[src/rtl/uart_host_if_pkg.sv]
// uart_host_if_pkg
// Shared definitions for the host-side uart handshake block:
//   - TX / RX handshake state encodings (IDLE=0, REQ=1, REL=2)
//   - width of the per-FSM wait-state timeout counter
//   - default timeout in clk cycles
//   - helper that tells whether a wait-state counter has used up its budget
package uart_host_if_pkg;

    typedef enum logic [1:0] {
        T_IDLE = 2'd0,
        T_REQ  = 2'd1,
        T_REL  = 2'd2
    } tx_state_e;

    typedef enum logic [1:0] {
        R_IDLE = 2'd0,
        R_REQ  = 2'd1,
        R_REL  = 2'd2
    } rx_state_e;

    localparam int TMO_W           = 16;
    localparam int DEFAULT_TIMEOUT = 65535;

    // The counter holds the number of cycles already spent in the wait
    // state, so the state is left after exactly 'limit' cycles.
    function automatic logic tmo_expired(input logic [TMO_W-1:0] cnt,
                                         input int               limit);
        return cnt == TMO_W'(limit - 1);
    endfunction

endpackage

[src/rtl/uart_host_if_sync2.sv]
// uart_host_if_sync2
// Two-flop synchronizer for a single asynchronous level.
// Ports:
//   clk      - destination clock
//   reset_n  - asynchronous active-low reset; both flops load RESET_VAL
//   d        - asynchronous input
//   q        - synchronized output (two clk of latency)
module uart_host_if_sync2
    import uart_host_if_pkg::*;
#(
    parameter logic RESET_VAL = 1'b0
) (
    input  logic clk,
    input  logic reset_n,
    input  logic d,
    output logic q
);

    logic meta_reg;

    always_ff @(posedge clk or negedge reset_n) begin
        if (!reset_n) begin
            meta_reg <= RESET_VAL;
            q        <= RESET_VAL;
        end else begin
            meta_reg <= d;
            q        <= meta_reg;
        end
    end

endmodule

[src/rtl/uart_host_if.sv]
// uart_host_if
// Host-side initiator of the uart req/ack byte handshake. Host writes go
// through a small TX FIFO and are handed to the uart one byte per
// four-phase handshake; received bytes are pulled from the uart into a
// one-entry holding register read by the host with valid/ready.
// Ports:
//   clk, reset_n            - system clock, asynchronous active-low reset
//   wr_valid/wr_data/wr_ready - host TX byte stream into the FIFO
//   rd_valid/rd_data/rd_ready - host RX byte stream out of the holding reg
//   tx_req/tx_data          - request and byte to the uart transmitter
//   tx_ack, tx_empty        - uart transmitter status (asynchronous)
//   rx_req                  - request to the uart receiver
//   rx_ack, rx_empty        - uart receiver status (asynchronous)
//   rx_data                 - uart received byte (quasi-static)
//   tx_count                - TX FIFO occupancy
//   err_timeout             - sticky wait-state timeout flag
module uart_host_if
    import uart_host_if_pkg::*;
#(
    parameter int FIFO_DEPTH = 4,
    parameter int TIMEOUT    = DEFAULT_TIMEOUT
) (
    input  logic                        clk,
    input  logic                        reset_n,
    input  logic                        wr_valid,
    input  logic [7:0]                  wr_data,
    output logic                        wr_ready,
    output logic                        rd_valid,
    output logic [7:0]                  rd_data,
    input  logic                        rd_ready,
    output logic                        tx_req,
    output logic [7:0]                  tx_data,
    input  logic                        tx_ack,
    input  logic                        tx_empty,
    output logic                        rx_req,
    input  logic                        rx_ack,
    input  logic                        rx_empty,
    input  logic [7:0]                  rx_data,
    output logic [$clog2(FIFO_DEPTH):0] tx_count,
    output logic                        err_timeout
);

    localparam int AW = (FIFO_DEPTH > 1) ? $clog2(FIFO_DEPTH) : 1;
    localparam int CW = $clog2(FIFO_DEPTH) + 1;

    // ------------------------------------------------------------------
    // Synchronizers. Bit order {rx_empty, rx_ack, tx_empty, tx_ack};
    // acks reset low, empties reset high so nothing starts before the
    // uart has really been observed.
    // ------------------------------------------------------------------
    localparam logic [3:0] SYNC_RST = 4'b1010;

    logic [3:0] async_in;
    logic [3:0] sync_out;
    logic       tx_ack_s, tx_empty_s, rx_ack_s, rx_empty_s;

    assign async_in = {rx_empty, rx_ack, tx_empty, tx_ack};

    generate
        for (genvar gi = 0; gi < 4; gi++) begin : g_sync
            uart_host_if_sync2 #(
                .RESET_VAL (SYNC_RST[gi])
            ) u_sync (
                .clk     (clk),
                .reset_n (reset_n),
                .d       (async_in[gi]),
                .q       (sync_out[gi])
            );
        end
    endgenerate

    assign tx_ack_s   = sync_out[0];
    assign tx_empty_s = sync_out[1];
    assign rx_ack_s   = sync_out[2];
    assign rx_empty_s = sync_out[3];

    // ------------------------------------------------------------------
    // TX FIFO
    // ------------------------------------------------------------------
    logic [7:0]    fifo_mem [FIFO_DEPTH];
    logic [AW-1:0] wr_ptr_reg, rd_ptr_reg;
    logic [CW-1:0] count_reg;
    logic          push, pop;

    assign wr_ready = (count_reg != CW'(FIFO_DEPTH));
    assign push     = wr_valid & wr_ready;
    assign tx_count = count_reg;
    // Head stays put until the handshake completes, so tx_data is stable
    // for the whole time tx_req is high.
    assign tx_data  = fifo_mem[rd_ptr_reg];

    always_ff @(posedge clk) begin
        if (push) begin
            fifo_mem[wr_ptr_reg] <= wr_data;
        end
    end

    always_ff @(posedge clk or negedge reset_n) begin
        if (!reset_n) begin
            wr_ptr_reg <= '0;
            rd_ptr_reg <= '0;
            count_reg  <= '0;
        end else begin
            if (push) wr_ptr_reg <= wr_ptr_reg + AW'(1);
            if (pop)  rd_ptr_reg <= rd_ptr_reg + AW'(1);
            case ({push, pop})
                2'b10:   count_reg <= count_reg + CW'(1);
                2'b01:   count_reg <= count_reg - CW'(1);
                default: count_reg <= count_reg;
            endcase
        end
    end

    // ------------------------------------------------------------------
    // TX handshake FSM
    // ------------------------------------------------------------------
    tx_state_e        tx_state_reg;
    logic             tx_req_reg;
    logic [TMO_W-1:0] tx_tmo_reg;
    logic             tx_tmo_hit, tx_abort;

    assign tx_tmo_hit = tmo_expired(tx_tmo_reg, TIMEOUT);
    assign tx_req     = tx_req_reg;

    always_comb begin
        // Completed handshake pops; a timed-out one leaves the head in place.
        pop      = (tx_state_reg == T_REL) && !tx_ack_s;
        tx_abort = tx_tmo_hit &&
                   (((tx_state_reg == T_REQ) && !tx_ack_s) ||
                    ((tx_state_reg == T_REL) &&  tx_ack_s));
    end

    always_ff @(posedge clk or negedge reset_n) begin
        if (!reset_n) begin
            tx_state_reg <= T_IDLE;
            tx_req_reg   <= 1'b0;
            tx_tmo_reg   <= '0;
        end else begin
            case (tx_state_reg)
                T_IDLE: begin
                    tx_tmo_reg <= '0;
                    // Wait for the uart to drain its own buffer first.
                    if ((count_reg != '0) && tx_empty_s) begin
                        tx_state_reg <= T_REQ;
                        tx_req_reg   <= 1'b1;
                    end
                end
                T_REQ: begin
                    if (tx_ack_s || tx_tmo_hit) begin
                        tx_state_reg <= tx_ack_s ? T_REL : T_IDLE;
                        tx_req_reg   <= 1'b0;
                        tx_tmo_reg   <= '0;
                    end else begin
                        tx_tmo_reg   <= tx_tmo_reg + TMO_W'(1);
                    end
                end
                T_REL: begin
                    if (!tx_ack_s || tx_tmo_hit) begin
                        tx_state_reg <= T_IDLE;
                        tx_tmo_reg   <= '0;
                    end else begin
                        tx_tmo_reg   <= tx_tmo_reg + TMO_W'(1);
                    end
                end
                default: begin
                    tx_state_reg <= T_IDLE;
                    tx_req_reg   <= 1'b0;
                    tx_tmo_reg   <= '0;
                end
            endcase
        end
    end

    // ------------------------------------------------------------------
    // RX handshake FSM and host holding register
    // ------------------------------------------------------------------
    rx_state_e        rx_state_reg;
    logic             rx_req_reg;
    logic [TMO_W-1:0] rx_tmo_reg;
    logic             rx_tmo_hit, rx_abort;
    logic             rd_valid_reg;
    logic [7:0]       rd_data_reg;

    assign rx_tmo_hit = tmo_expired(rx_tmo_reg, TIMEOUT);
    assign rx_req     = rx_req_reg;
    assign rd_valid   = rd_valid_reg;
    assign rd_data    = rd_data_reg;

    always_comb begin
        rx_abort = rx_tmo_hit &&
                   (((rx_state_reg == R_REQ) && !rx_ack_s) ||
                    ((rx_state_reg == R_REL) &&  rx_ack_s));
    end

    always_ff @(posedge clk or negedge reset_n) begin
        if (!reset_n) begin
            rx_state_reg <= R_IDLE;
            rx_req_reg   <= 1'b0;
            rx_tmo_reg   <= '0;
            rd_valid_reg <= 1'b0;
            rd_data_reg  <= '0;
        end else begin
            // Host consumption never collides with a capture: a request is
            // only issued while the holding register is empty.
            if (rd_valid_reg && rd_ready) begin
                rd_valid_reg <= 1'b0;
            end
            case (rx_state_reg)
                R_IDLE: begin
                    rx_tmo_reg <= '0;
                    if (!rx_empty_s && !rd_valid_reg) begin
                        rx_state_reg <= R_REQ;
                        rx_req_reg   <= 1'b1;
                    end
                end
                R_REQ: begin
                    if (rx_ack_s || rx_tmo_hit) begin
                        rx_state_reg <= rx_ack_s ? R_REL : R_IDLE;
                        rx_req_reg   <= 1'b0;
                        rx_tmo_reg   <= '0;
                    end else begin
                        rx_tmo_reg   <= rx_tmo_reg + TMO_W'(1);
                    end
                end
                R_REL: begin
                    if (!rx_ack_s) begin
                        // The uart settles rx_data as it leaves its ack
                        // state, so sample only after ack has fallen.
                        rx_state_reg <= R_IDLE;
                        rx_tmo_reg   <= '0;
                        rd_data_reg  <= rx_data;
                        rd_valid_reg <= 1'b1;
                    end else if (rx_tmo_hit) begin
                        rx_state_reg <= R_IDLE;
                        rx_tmo_reg   <= '0;
                    end else begin
                        rx_tmo_reg   <= rx_tmo_reg + TMO_W'(1);
                    end
                end
                default: begin
                    rx_state_reg <= R_IDLE;
                    rx_req_reg   <= 1'b0;
                    rx_tmo_reg   <= '0;
                end
            endcase
        end
    end

    // ------------------------------------------------------------------
    // Sticky timeout flag, cleared only by reset
    // ------------------------------------------------------------------
    always_ff @(posedge clk or negedge reset_n) begin
        if (!reset_n) begin
            err_timeout <= 1'b0;
        end else if (tx_abort || rx_abort) begin
            err_timeout <= 1'b1;
        end
    end

endmodule

[config.mk]
export PLATFORM = sky130hd
export DESIGN_NAME = uart_host_if
export DESIGN_NICKNAME = d
export VERILOG_FILES = /design/src/rtl/uart_host_if_pkg.sv /design/src/rtl/uart_host_if_sync2.sv /design/src/rtl/uart_host_if.sv
export SDC_FILE = /design/constraint.sdc
export NUM_CORES = 1
export LEC_CHECK = 0
export ABC_AREA = 1
export BUFFER_PORTS_ARGS = -buffer_cell sky130_fd_sc_hd__buf_4
export CAP_MARGIN = 20
export CORE_ASPECT_RATIO = 0.5
export CORE_MARGIN = 2
export CORE_UTILIZATION = 58
export DETAILED_ROUTE_END_ITERATION = 7
export PLACE_DENSITY = 0.84
export RECOVER_POWER = 25
export SLEW_MARGIN = 40
export SYNTH_ARGS = -nofsm -noshare
export SYNTH_HDL_FRONTEND = slang
export SYNTH_HIERARCHICAL = 1
export SYNTH_SLANG_ARGS = --single-unit
[constraint.sdc]
create_clock -name clk -period 2.48 [get_ports clk]
set_clock_uncertainty 0.2 [all_clocks]
set_input_delay 0.248 -clock clk [delete_from_list [all_inputs] [get_ports clk]]
set_output_delay 0.248 -clock clk [all_outputs]
set_load 0.02 [all_outputs]
==> out/results.ini, run 1 <==
[run_status]
status = complete, no violations

[floorplanning]
die_y_um = 65.15
boundaryPins = 48
dieArea_mm2 = 0.008227
fp-row-count = 22
fp.coreArea_mm2 = 0.007295
fp.dieW_um = 126.3
initial_utilization = 0.5945

[sta]
setup_viol_count_final = 0
rsz0062_at_grt = false
slew_viol_final = 0
maxSlewHeadroom = 0.009049
min_period_ns = 2.193
max_freq_ghz = 0.4561
fin_tns_setup_ns = 0
hold_viol = 0
tightest_slew_ns = 1.486
post-route-period-util = 0.8842

[logic_synthesis]
avgSynthCellArea_um2 = 10.30
yosysMostFrequentCell = nor2_1
ys_ff_latch = 95
synth_top_area_cell = dfrtp_1
synth_top_area_frac = 0.3405
synth_edf_count = 32
yosysWarnings = 6
ys_async_sr_fraction = 0.6632
yosysSeqAreaShare = 0.5863
syn-num-nets = 461
synth_area_leaders = dfrtp_1 34%, edfxtp_1 22%, nor2_1 6.2%
syn-instance-count = 421
synth_top_cells_by_count = 72 x nor2_1, 60 x nand2_1, 59 x dfrtp_1
yosysUniqueCellTypes = 31
yosys_most_used_dff = dfrtp_1
synth_area_mm2 = 0.004337

[critical_path]
cp.depth = 10
path_buf_inv = 3
crit_fanout = 3
cp-end-kind = flip-flop
crit_path_cell_trace = inv_1 > ha_1 > inv_1 > nor2_1 > ha_1 > inv_1 > fa_1 > a21oi_1 > o21ai_0 > xor2_1
cp.required_ns = 2.50
path_class = reg2reg
cp_slowest_stage_delay_ns = 0.40
critPathTopFamily = adder cells
critPathMostFrequentCell = inv_1
start_kind = flip-flop
critPathSlowestCell = dfrtp_1
rr_worst_depth = 10
cp.arrival_ns = 2.22

[clocking]
cts_resized = 0
cts.sinks = 95
max-clock-path-buffers = 2
clkTransAtPathRegs_ns = 0.06
htree_levels = 3
root_buffer = clkbuf_16
cts_made_buffers = 9
post_cts_buffers = 0
holdBufCountCts = 22
tritoncts = built
clk_latency_ns = 0.34

[hold_path]
hold_depth = 4
hold_class = in2reg

[cells_and_area]
syn_to_final_growth_pct = 22.88
largest_reg_flops = 32
fin_cells = 604
nets = 543
fillCellCount = 524
drive_above_1_share = 0.1929
n_antenna_cell = 0

[route]
routed_wl_mm = 7.751
drc = 0
drtAntennaViolNets = 0
vias_per_cell = 4.980
drt-pass1-iter-count = 4
first_iter_violations = 169
vias = 3008
wl_per_cell_um = 12.83

[global_routing]
grt_pass1_vias = 3095
grt-ovfl-total = 0
grt_max_degree = 64
grt_pass1_wl_mm = 13.61
grtUsageTotal = 0.2144
antenna_found_initial = 0

[run]
cap_violations = 0

[placement]
io_buffers = 47
gp_congestion = 0.8600
post-dp-hpwl_mm = 5.103
dp.cells = 566

[power_and_ir_drop]
power.density_mw_per_mm2 = 996.6
peakVddDrop_uv = 695.9
leakage_nw = 2.246

==> metal layers <==
layer | global-route usage | up-vias | wire length [µm]
met4 | 0.09341 | 0 | 165
li1 | - | 1531 | -
met3 | 0.06352 | 16 | 286
met5 | 0 | - | 0
met1 | 0.2504 | 1408 | 3456
met2 | 0.3763 | 53 | 3842
==> cell type report <==
type	instances	area, µm²	area share
clock inverter	4	56.30	0.01057
multi-input combinational	278	1587	0.2977
clock buffer	12	269.0	0.05048
sequential	95	2542	0.4771
tap	96	120.1	0.02254
inverter	43	161.4	0.03029
timing repair buffer	76	593.1	0.1113
==> worst register-to-register path: stages (launching register included) <==
cell and delay [ns]:
dfrtp_1 0.40, inv_1 0.10, ha_1 0.20, inv_1 0.05, nor2_1 0.12, ha_1 0.16
inv_1 0.07, fa_1 0.38, a21oi_1 0.15, o21ai_0 0.11, xor2_1 0.15
==> cell usage in the layout, fill, tap and decap left out, types with 3 or more instances in the layout <==
| cell type | netlist | final |
|---|---|---|
| clkbuf_4 | 0 | 4 |
| dlygate4sd3_1 | 0 | 22 |
| xnor2_1 | 8 | 8 |
| nand2_1 | 60 | 60 |
| ha_1 | 15 | 15 |
| nand2_2 | 5 | 5 |
| inv_1 | 43 | 43 |
| o21ai_0 | 24 | 24 |
| o22ai_1 | 9 | 9 |
| xor2_1 | 16 | 16 |
| inv_6 | 0 | 3 |
| dfstp_2 | 4 | 4 |
| o21ai_1 | 3 | 3 |
| nor2_1 | 72 | 72 |
| mux2_2 | 8 | 8 |
| clkbuf_16 | 0 | 10 |
| nand3_1 | 21 | 21 |
| a21oi_1 | 6 | 6 |
| nand4_1 | 3 | 3 |
| dfrtp_1 | 59 | 59 |
| edfxtp_1 | 32 | 32 |
| buf_4 | 0 | 41 |
| clkbuf_1 | 0 | 8 |
| nor2_2 | 14 | 14 |
| nor3_1 | 4 | 4 |
==> final timing paths <==
check / from / endpoint / slack (ns)
min reg2reg: g_sync[3].u_sync/meta_reg$_DFF_PN1_ / g_sync[3].u_sync/q$_DFF_PN1_ / 0.16
max in group asynchronous: reset_n / rx_tmo_reg[15]$_DFF_PN0_ / 0.57
min in group asynchronous: reset_n / rx_tmo_reg[8]$_DFF_PN0_ / 0.63
max: tx_state_reg[0]$_DFFE_PN0P_ / tx_count[2]$_DFFE_PN0P_ / 0.29
max reg2reg: tx_state_reg[0]$_DFFE_PN0P_ / tx_count[2]$_DFFE_PN0P_ / 0.29
min: wr_valid / wr_ptr_reg[1]$_DFFE_PN0P_ / 0.14
==> report_power, final <==
part / switching, mW / internal (mW)
registers: 0.163 / 1.93
logic: 1.05 / 0.705
clock network: 0.577 / 0.885
==> cells by family (layout without fill, tap and decap cells) <==
group | after synthesis | in the layout | synth area share
XOR/XNOR | 24 | 24 | 0.04847
AND/OR/NAND/NOR | 184 | 184 | 0.1878
multiplexers | 8 | 8 | 0.02077
adder cells (fa/ha/maj) | 16 | 16 | 0.04789
flip-flops | 95 | 95 | 0.5863
buffers and inverters | 48 | 135 | 0.04789
AO/OA/AOI/OAI | 46 | 46 | 0.06088
==> per-stage QoR <==
step                  util  cell area (µm²)  setup WS [ns]  hold WS [ns]  total power, mW
CTS                 0.7350             5361         0.2867        0.1318            5.357
floorplan                -             4337         0.1114       -0.2476            3.228
global route        0.7305             5329         0.1125        0.1592            5.650
finish              0.7305             5329         0.2873        0.1430            5.311
global placement    0.6602             4816         0.3801        0.1345            3.786
detailed placement  0.6602             4816         0.3087        0.1363            3.856
(Power assumes the default switching activity.)
==> run 2: changes to the inputs <==
--- a/config.mk
+++ b/config.mk
@@ -6,13 +6,13 @@
 export NUM_CORES = 1
 export LEC_CHECK = 0
 export ABC_AREA = 1
-export BUFFER_PORTS_ARGS = -buffer_cell sky130_fd_sc_hd__buf_4
 export CAP_MARGIN = 20
 export CORE_ASPECT_RATIO = 0.5
 export CORE_MARGIN = 2
-export CORE_UTILIZATION = 58
+export CORE_UTILIZATION = 60
 export DETAILED_ROUTE_END_ITERATION = 7
-export PLACE_DENSITY = 0.84
+export DONT_BUFFER_PORTS = 1
+export PLACE_DENSITY = 0.81
 export RECOVER_POWER = 25
 export SLEW_MARGIN = 40
 export SYNTH_ARGS = -nofsm -noshare
==> out/results.ini, run 2 (synthesis gave the netlist of run 1 again) <==
[run_status]
status = finished, violations left
violations = capacitance limit, slew limit

[sta]
slew_viol_final = 64  ; +64
post-route-period-util = 0.8852  ; +0.001020
rsz0062_at_grt = false
hold_viol = 0  ; unchanged
max_freq_ghz = 0.4555  ; -0.12%
tightest_slew_ns = 1.525  ; +0.03865 ns
maxSlewHeadroom = -0.01671  ; -0.02576
min_period_ns = 2.195  ; +0.002530 ns
fin_tns_setup_ns = 0  ; unchanged
setup_slack_ns = 0.2848  ; -0.002530 ns
setup_viol_count_final = 0  ; unchanged

[floorplanning]
fp.coreArea_mm2 = 0.006832  ; -6.3%
die_y_um = 64.12  ; -1.6%
initial_utilization = 0.6348  ; +0.04029
fp-row-count = 21  ; -4.5%
fp.dieW_um = 124.2  ; -1.6%
boundaryPins = 48  ; unchanged
dieArea_mm2 = 0.007965  ; -3.2%

[critical_path]
cp-end-kind = flip-flop
cp.required_ns = 2.51  ; about the same
critPathSlowestCell = dfrtp_1
path_class = reg2reg
cp.arrival_ns = 2.22  ; about the same
crit_fanout = 3  ; unchanged
crit_path_cell_trace = inv_1 > ha_1 > inv_1 > nor2_1 > ha_1 > inv_1 > fa_1 > a21oi_1 > o21ai_0 > xor2_1
r2r_start = tx_state_reg[0]$_DFFE_PN0P_
start_kind = flip-flop
r2r_end = tx_count[2]$_DFFE_PN0P_
reg2reg_setup_slack_ns = 0.28  ; about the same
rr_worst_depth = 10  ; unchanged
critPathMostFrequentCell = inv_1
cp_slowest_stage_delay_ns = 0.40  ; about the same

[clocking]
htree_levels = 3  ; unchanged
root_buffer = clkbuf_16
cts.sinks = 95  ; unchanged
cts_made_buffers = 9  ; unchanged
clkTransAtPathRegs_ns = 0.07  ; about the same
post_cts_buffers = 0  ; unchanged
cts_resized = 0  ; unchanged
clk_latency_ns = 0.35  ; about the same
max-clock-path-buffers = 2  ; unchanged
tritoncts = built

[power_and_ir_drop]
intPower_mw = 3.153  ; -10%
pwr-share-seq = 0.455  ; +0.061
swShare = 0.3637  ; +0.02678
leakage_nw = 2.049  ; -8.8%
total_power_mw = 4.956  ; -6.7%
power.density_mw_per_mm2 = 990.9  ; -0.57%
peakVddDrop_uv = 771.7  ; +11%
p_sw_mw = 1.803  ; +0.73%
power_frac_comb = 0.260  ; -0.070
clock_power_share = 0.285  ; +0.010

[route]
drc = 0  ; unchanged
vias = 2908  ; -3.3%
drtAntennaViolNets = 0  ; unchanged
routed_wl_mm = 7.922  ; +2.2%
drt-pass1-iter-count = 4  ; unchanged
first_iter_violations = 191  ; +13%
vias_per_cell = 5.240  ; +5.2%
wl_per_cell_um = 14.27  ; +11%

[cells_and_area]
largest_reg_flops = 32  ; unchanged
drive_above_1_share = 0.1317  ; -0.06116
nets = 498  ; -8.3%
layout_commonest_cell = nor2_1
syn_to_final_growth_pct = 15.32
design_area_mm2 = 0.005001  ; -6.2%
fin_cells = 555  ; -8.1%
n_antenna_cell = 0  ; unchanged
mostFrequentLayoutCells = 72 x nor2_1, 60 x nand2_1, 59 x dfrtp_1

[placement]
io_buffers = 0  ; -100%
dp_slack_ns = 0.3063  ; -0.002442 ns
placed_cell_area_mm2 = 0.004466  ; -7.3%
gp_congestion = 0.8252  ; -4.0%
dp.cells = 516  ; -8.8%
post-dp-hpwl_mm = 5.123  ; +0.40%

[global_routing]
grtUsageTotal = 0.2178  ; +0.003453
grt_pass1_vias = 2873  ; -7.2%
grt-ovfl-total = 0  ; unchanged
antenna_found_initial = 0  ; unchanged
grt_max_degree = 64  ; unchanged
grt_pass1_wl_mm = 13.41  ; -1.4%

[hold_path]
min_to = wr_ptr_reg[1]$_DFFE_PN0P_
hold_depth = 3  ; -1
hp-start = wr_valid
hold_class = in2reg

[run]
cap_violations = 1  ; +1

[run 2: changes by cell type in the layout (fill, tap and decap cells not counted)]
cell	change
bufinv_16	-1
clkbuf_4	-4
inv_6	-1
buf_4	-33
clkbuf_1	-8
clkbuf_2	-1
clkinv_4	+2
inv_8	+1
[run 2: area by class of cell]
type,instances,area [µm²]
clock inverters,5,46.29
multi-input cells,278,1587
flip-flops and latches,95,2542
repair buffers,31,285.3
clock buffers,11,264.0
well taps,92,115.1
inverters,43,161.4
fillers,493,1831
[run 2: how the worst max path moves through the flow]
| stage | start | endpoint | slack [ns] |
|---|---|---|---|
| 2_1_floorplan | tx_count[0]$_DFFE_PN0P_ | tx_count[2]$_DFFE_PN0P_ | 0.11 |
| 3_5_place_dp | tx_state_reg[0]$_DFFE_PN0P_ | tx_count[2]$_DFFE_PN0P_ | 0.31 |
| 3_3_place_gp | tx_state_reg[0]$_DFFE_PN0P_ | tx_count[2]$_DFFE_PN0P_ | 0.37 |
| 5_1_grt | reset_n | rx_tmo_reg[6]$_DFF_PN0_ | 0.09 |
| 4_1_cts | tx_state_reg[0]$_DFFE_PN0P_ | tx_count[2]$_DFFE_PN0P_ | 0.30 |
| 6_report | tx_state_reg[0]$_DFFE_PN0P_ | tx_count[2]$_DFFE_PN0P_ | 0.28 |
[run 2: repair_timing]
| action | in CTS | in global routing |
|---|---|---|
| endpoints found under the hold margin | 108 | 0 |
| hold buffers | 23 | 0 |
| setup endpoints to repair | 0 | 0 |
[run 2: power by group through the flow]
stage          sequential, mW  clock (mW)  combinational, mW
2_1_floorplan            2.23           0               1.00
3_3_place_gp             2.27           0               1.18
3_5_place_dp             2.28           0               1.23
4_1_cts                  2.26        1.43               1.30
5_1_grt                  2.28        1.51               1.45
6_report                 2.26        1.41               1.29
[run 2: through the flow]
step | hold WS, ns | util
2_1_floorplan | -0.2476 | -
3_3_place_gp | -0.2464 | 0.6537
3_5_place_dp | -0.2466 | 0.6537
4_1_cts | 0.01499 | 0.7353
5_1_grt | 0.04118 | 0.7321
6_report | 0.02657 | 0.7321
[run 2: worst max-delay path: cells and delay by family (launching register included)]
kind | cells | cell delay, ns
compound gates | 2 | 0.25
xor+xnor | 1 | 0.15
fa+ha+maj | 3 | 0.76
buf+inv | 3 | 0.21
flops | 1 | 0.40
simple gates | 1 | 0.13
[run 2: metal layers]
layer | part of all wire | GRT usage
met4 | 0.011 | 0.06461
met3 | 0.044 | 0.06700
met5 | 0 | 0
met2 | 0.49 | 0.3716
met1 | 0.45 | 0.2727
